[config.mk]
export PLATFORM = sky130hd
export DESIGN_NAME = ifetch_unit
export DESIGN_NICKNAME = d
export VERILOG_FILES = /design/src/rtl/ifetch_unit.sv
export SDC_FILE = /design/constraint.sdc
export NUM_CORES = 1
export LEC_CHECK = 0
export ABC_AREA = 1
export CAP_MARGIN = 5
export CORE_ASPECT_RATIO = 0.6
export CORE_MARGIN = 4
export CORE_UTILIZATION = 45
export CTS_BUF_LIST = sky130_fd_sc_hd__clkbuf_4
export CTS_CLUSTER_SIZE = 12
export DETAILED_ROUTE_END_ITERATION = 6
export PLACE_DENSITY = 0.88
export SYNTH_ARGS = -nofsm -noshare
export SYNTH_HDL_FRONTEND = slang
export SYNTH_SLANG_ARGS = --single-unit
[constraint.sdc]
create_clock -name clk -period 3.85 [get_ports clk]
set_input_delay 0.385 -clock clk [delete_from_list [all_inputs] [get_ports clk]]
set_output_delay 0.385 -clock clk [all_outputs]
set_load 0.03 [all_outputs]
[src/rtl/ifetch_unit.sv]
// ifetch_unit: PC owner and imem request/response fetch stage feeding the decoder
module ifetch_unit #(
    parameter logic [31:0] RESET_PC  = 32'h0000_0000,
    parameter int          TIMEOUT   = 16,
    parameter logic [31:0] NOP_INSTR = 32'h0000_0013
) (
    input  logic        clk,
    input  logic        rst,
    input  logic        stall,
    input  logic        branch,
    input  logic [31:0] branch_target,
    output logic        imem_req,
    output logic [31:0] imem_addr,
    input  logic [31:0] imem_rdata,
    input  logic        imem_rvalid,
    output logic        instr_valid,
    output logic [31:0] instr,
    output logic [6:0]  opcode,
    output logic [2:0]  func3,
    output logic [6:0]  func7,
    output logic [31:0] pc,
    output logic [31:0] pc_plus_4,
    output logic [31:0] retired,
    output logic        misalign_err,
    output logic        fetch_err
);
    typedef enum logic [2:0] {RST_WAIT, FETCH, WAIT, ISSUE, ERROR} state_t;
    state_t state, state_nxt;
    logic [7:0] cnt;
    logic retire, got, timeout;
    assign imem_req  = state == FETCH;
    assign imem_addr = pc;
    assign pc_plus_4 = pc + 32'd4;
    assign opcode    = instr[6:0];
    assign func3     = instr[14:12];
    assign func7     = instr[31:25];
    // state register, reset forces a clean restart from RST_WAIT
    always_ff @(posedge clk or posedge rst)
        if (rst) state <= RST_WAIT;
        else     state <= state_nxt;
    // next state plus the single-cycle events that steer the datapath
    always_comb begin
        state_nxt = state;
        got       = state == WAIT && imem_rvalid;
        timeout   = state == WAIT && !imem_rvalid && cnt == 8'(TIMEOUT - 1);
        retire    = state == ISSUE && !stall;
        case (state)
            RST_WAIT: state_nxt = FETCH;
            FETCH:    state_nxt = WAIT;
            WAIT:     state_nxt = got ? ISSUE : timeout ? ERROR : WAIT;
            ISSUE:    state_nxt = retire ? FETCH : ISSUE;
            default:  state_nxt = ERROR;
        endcase
    end
    // PC, held instruction, wait counter, retire count and error flags
    always_ff @(posedge clk or posedge rst)
        if (rst) begin
            pc           <= RESET_PC;
            instr        <= NOP_INSTR;
            instr_valid  <= 1'b0;
            retired      <= 32'd0;
            misalign_err <= 1'b0;
            fetch_err    <= 1'b0;
            cnt          <= 8'd0;
        end else begin
            misalign_err <= retire && branch && |branch_target[1:0];
            if (state == FETCH) cnt <= 8'd0;
            else if (state == WAIT && !imem_rvalid) cnt <= cnt + 8'd1;
            if (timeout) fetch_err <= 1'b1;
            if (got) begin
                instr       <= imem_rdata;
                instr_valid <= 1'b1;
            end
            if (retire) begin
                retired     <= retired + 32'd1;
                pc          <= branch ? {branch_target[31:2], 2'b00} : pc + 32'd4;
                instr       <= NOP_INSTR;
                instr_valid <= 1'b0;
            end
        end
endmodule
==> impl_metrics.toml <==
[status]
status = "finished, final reports clean"

[sta]
hold_viol = 0
fmaxAchievable_mhz = 311.5
setup_viol = 0
slew_headroom_pct = 46.44
setup_ws_ns = 0.6395
period_needed_ns = 3.211
fin_crit_sh_pct = 83.39
rsz0062_at_grt = "false"
fin_worst_skew_ns = 0.02412
maxSlewViolCount = 0
tns_ns = 0
tightest_slew_ns = 0.8034

[place]
portBuffers = 243
gp_congestion = 0.9637
place_area_sq_um = 8531
place_ws_ns = 1.177
dp_hpwl_mm = 14.48

[clock_tree]
cts_tree = "yes"
clk_latency_ns = 0.45
clk_path_buf_depth = 2
clock_sinks = 108
cts_resized = 0
cts.htree.levels = 3
cts_inserted_buffers = 9
cts_setup_buffers = 0
ctsRootBufferMaster = "clkbuf_4"
clk_pin_slew_ns = 0.19
cts-hold-fix-buffers = 0

[die]
rows = 33
die-area_sq_um = 15940
io-pin-count = 250
core-area_sq_um = 13630
die_w_um = 160.4
die_h_um = 99.42
start_util_pct = 46.00

[grt]
grt_pass1_wl_mm = 30.13
antenna_found_initial = 0
grt_pass1_vias = 5742
grt_max_degree = 65
gr-total-overflow = 0
grt_usage_pct = 23.23

[finish]
utilization_pct = 63.59
fin_area_sq_um = 8665
seq_area_sq_um = 2706
drive_gt1_share_pct = 4.780
area_growth_pct = 38.25
final_cell_mix = "nand2_1 (255), clkdlybuf4s50_1 (243), dfrtp_1 (105)"
diodes = 0
nets = 1092
final_common_cell = "nand2_1"
multiInputGateArea_sq_um = 2726
nFillCells = 1186

[worst_setup_path]
arrival_ns = 2.83
critPathCaptureType = "output port"
cpMaxStageDelayCell = "clkdlybuf4s50_1"
crit_buf_inv = 1
crit_family = "simple AND/OR/NAND/NOR gates"
crit_type = "flip-flop to output port"
cpMostUsedCell = "nand2_1"
critPathMaxFanout = 6
cp-start-kind = "flip-flop"
required_ns = 3.46
crit_chain = "ha_1 > nand2_1 > nor2_2 > nand2_2 > nor2_2 > nand2_1 > nand2_1 > and2_1 > clkdlybuf4s50_1"
cpPeakStageDelay_ns = 0.66

[job]
maxCapViolations = 0

[synthesis]
yosysUniqueCellTypes = 34
yosys_warnings = 0
synth_area_sq_um = 6267
yosysSeqAreaShare_pct = 43.18
synthCells = 826
synth_seq_cells = 108
synth.avg_cell_area_sq_um = 7.587

[power_and_ir_drop]
p_per_area_nw_per_um2 = 270.4
power_frac_clock_pct = 24.6
peakVddDrop_v = 0.0001550
cellLeakagePower_nw = 4.037
power.internal_mw = 1.560
fin_total_pwr_mw = 2.343
p_comb_share_pct = 23.2
p_sw_share_pct = 33.39
seq_power_share_pct = 52.2
p_switching_mw = 0.7822

[detailed_routing]
vias_per_cell = 5.065
first_pass_iters = 5
routedWlPerCell_um = 15.91
drtIter0Drc = 436
drt_wl_total_mm = 19.09
vias = 6078
postRouteAntennaNets = 0
drc_errors = 0

[worst_hold_path]
min_path_type = "primary input to async pin"
[path summary, 6_finish.rpt]
| kind | start | to | slack (ns) | cells past startpoint |
|---|---|---|---|---|
| setup reg to reg | state[2] | imem_addr[24] | 1.64 | 5 |
| setup / recovery | imem_addr[3] | pc_plus_4[24] | 0.64 | 9 |
| min in group clk | fetch_err | fetch_err | 0.49 | 2 |
| hold reg to reg | fetch_err | fetch_err | 0.49 | 2 |
| max in group asynchronous | rst | retired[22] | 2.71 | 3 |
| hold / removal | rst | retired[2] | 0.40 | 2 |
[metal layers]
metal | routed length, um | track usage, % | vias to the layer above
met5 | 0 | 0 | -
met4 | 251 | 5.684 | 0
met3 | 1690 | 6.832 | 16
met2 | 8350 | 34.99 | 263
met1 | 8795 | 33.18 | 2849
li1 | - | - | 2950
[flip-flops by register name, indices dropped and copies added, names as in the netlist]
name,cells
state,3
fetch_err,1
instr,32
instr_valid,1
retired,32
misalign_err,1
imem_addr,30
cnt,8
[cells by family (layout without fill, tap and decap cells)]
| kind of cell | Yosys count | after routing | share of synthesized area, % |
|---|---|---|---|
| other | 1 | 6 | 0.05983 |
| xor gates and xnor gates | 33 | 33 | 4.612 |
| DFF | 108 | 108 | 43.18 |
| adders and majority gates | 3 | 3 | 0.5990 |
| AOI/OAI and AO/OA | 62 | 62 | 7.187 |
| and+or+nand+nor | 446 | 446 | 30.56 |
| buffers and inverters | 173 | 367 | 13.80 |
[Yosys cell counts]
cell type / count / share of area [%]
nor2_2: 10 / 1.0
inv_1: 99 / 5.9
nand2_1: 255 / 15
xnor2_1: 8 / 1.1
nand2_2: 2 / 0.20
xor2_1: 25 / 3.5
nor3_2: 2 / 0.32
nor2_4: 4 / 0.72
o21bai_1: 2 / 0.24
o221ai_1: 1 / 0.14
a21oi_1: 2 / 0.16
a22o_1: 29 / 4.1
o211ai_1: 2 / 0.24
inv_2: 2 / 0.12
nor2_1: 70 / 4.2
a211oi_1: 1 / 0.12
nand4_1: 12 / 1.2
o22ai_1: 2 / 0.20
buf_4: 54 / 6.5
nand3b_1: 3 / 0.36
ha_1: 3 / 0.60
nand3_4: 1 / 0.28
and2_1: 4 / 0.40
dfstp_2: 3 / 1.3
o21ai_0: 19 / 1.5
a31oi_1: 1 / 0.10
clkbuf_1: 7 / 0.42
dfrtp_1: 105 / 42
buf_1: 1 / 0.060
o22a_1: 3 / 0.42
conb_1: 1 / 0.060
buf_2: 10 / 0.80
nor3_1: 10 / 0.80
nand3_1: 73 / 5.8
[worst reg2reg max path, stage by stage (launching register included)]
cell,delay [ns]
dfrtp_1,0.48
nor3_4,0.63
nand2_1,0.34
inv_2,0.48
nand3_1,0.16
nand2_1,0.10
[cell type report]
| class | instances | area share [%] |
|---|---|---|
| Sequential cell | 108 | 31.23 |
| Timing Repair Buffer | 250 | 28.82 |
| Clock inverter | 7 | 0.7653 |
| Clock buffer | 9 | 0.7798 |
| Inverter | 101 | 4.404 |
| Tap cell | 175 | 2.527 |
| Multi-Input combinational cell | 550 | 31.47 |
[through the flow]
step	hold WS (ns)	std cells
2_1_floorplan	0.4620	831
3_3_place_gp	0.4465	1184
3_5_place_dp	0.4480	1184
4_1_cts	0.4200	1200
5_1_grt	0.4412	1200
6_report	0.3974	1200
[power by group through the flow]
stage          logic [mW]  clock network [mW]  registers, mW
6_report            0.544               0.576           1.22
5_1_grt             0.573               0.630           1.23
4_1_cts             0.548               0.591           1.22
3_5_place_dp        0.546                   0           1.24
3_3_place_gp        0.542                   0           1.24
2_1_floorplan       0.245                   0           1.30
Power figures use the tool's default switching activity.
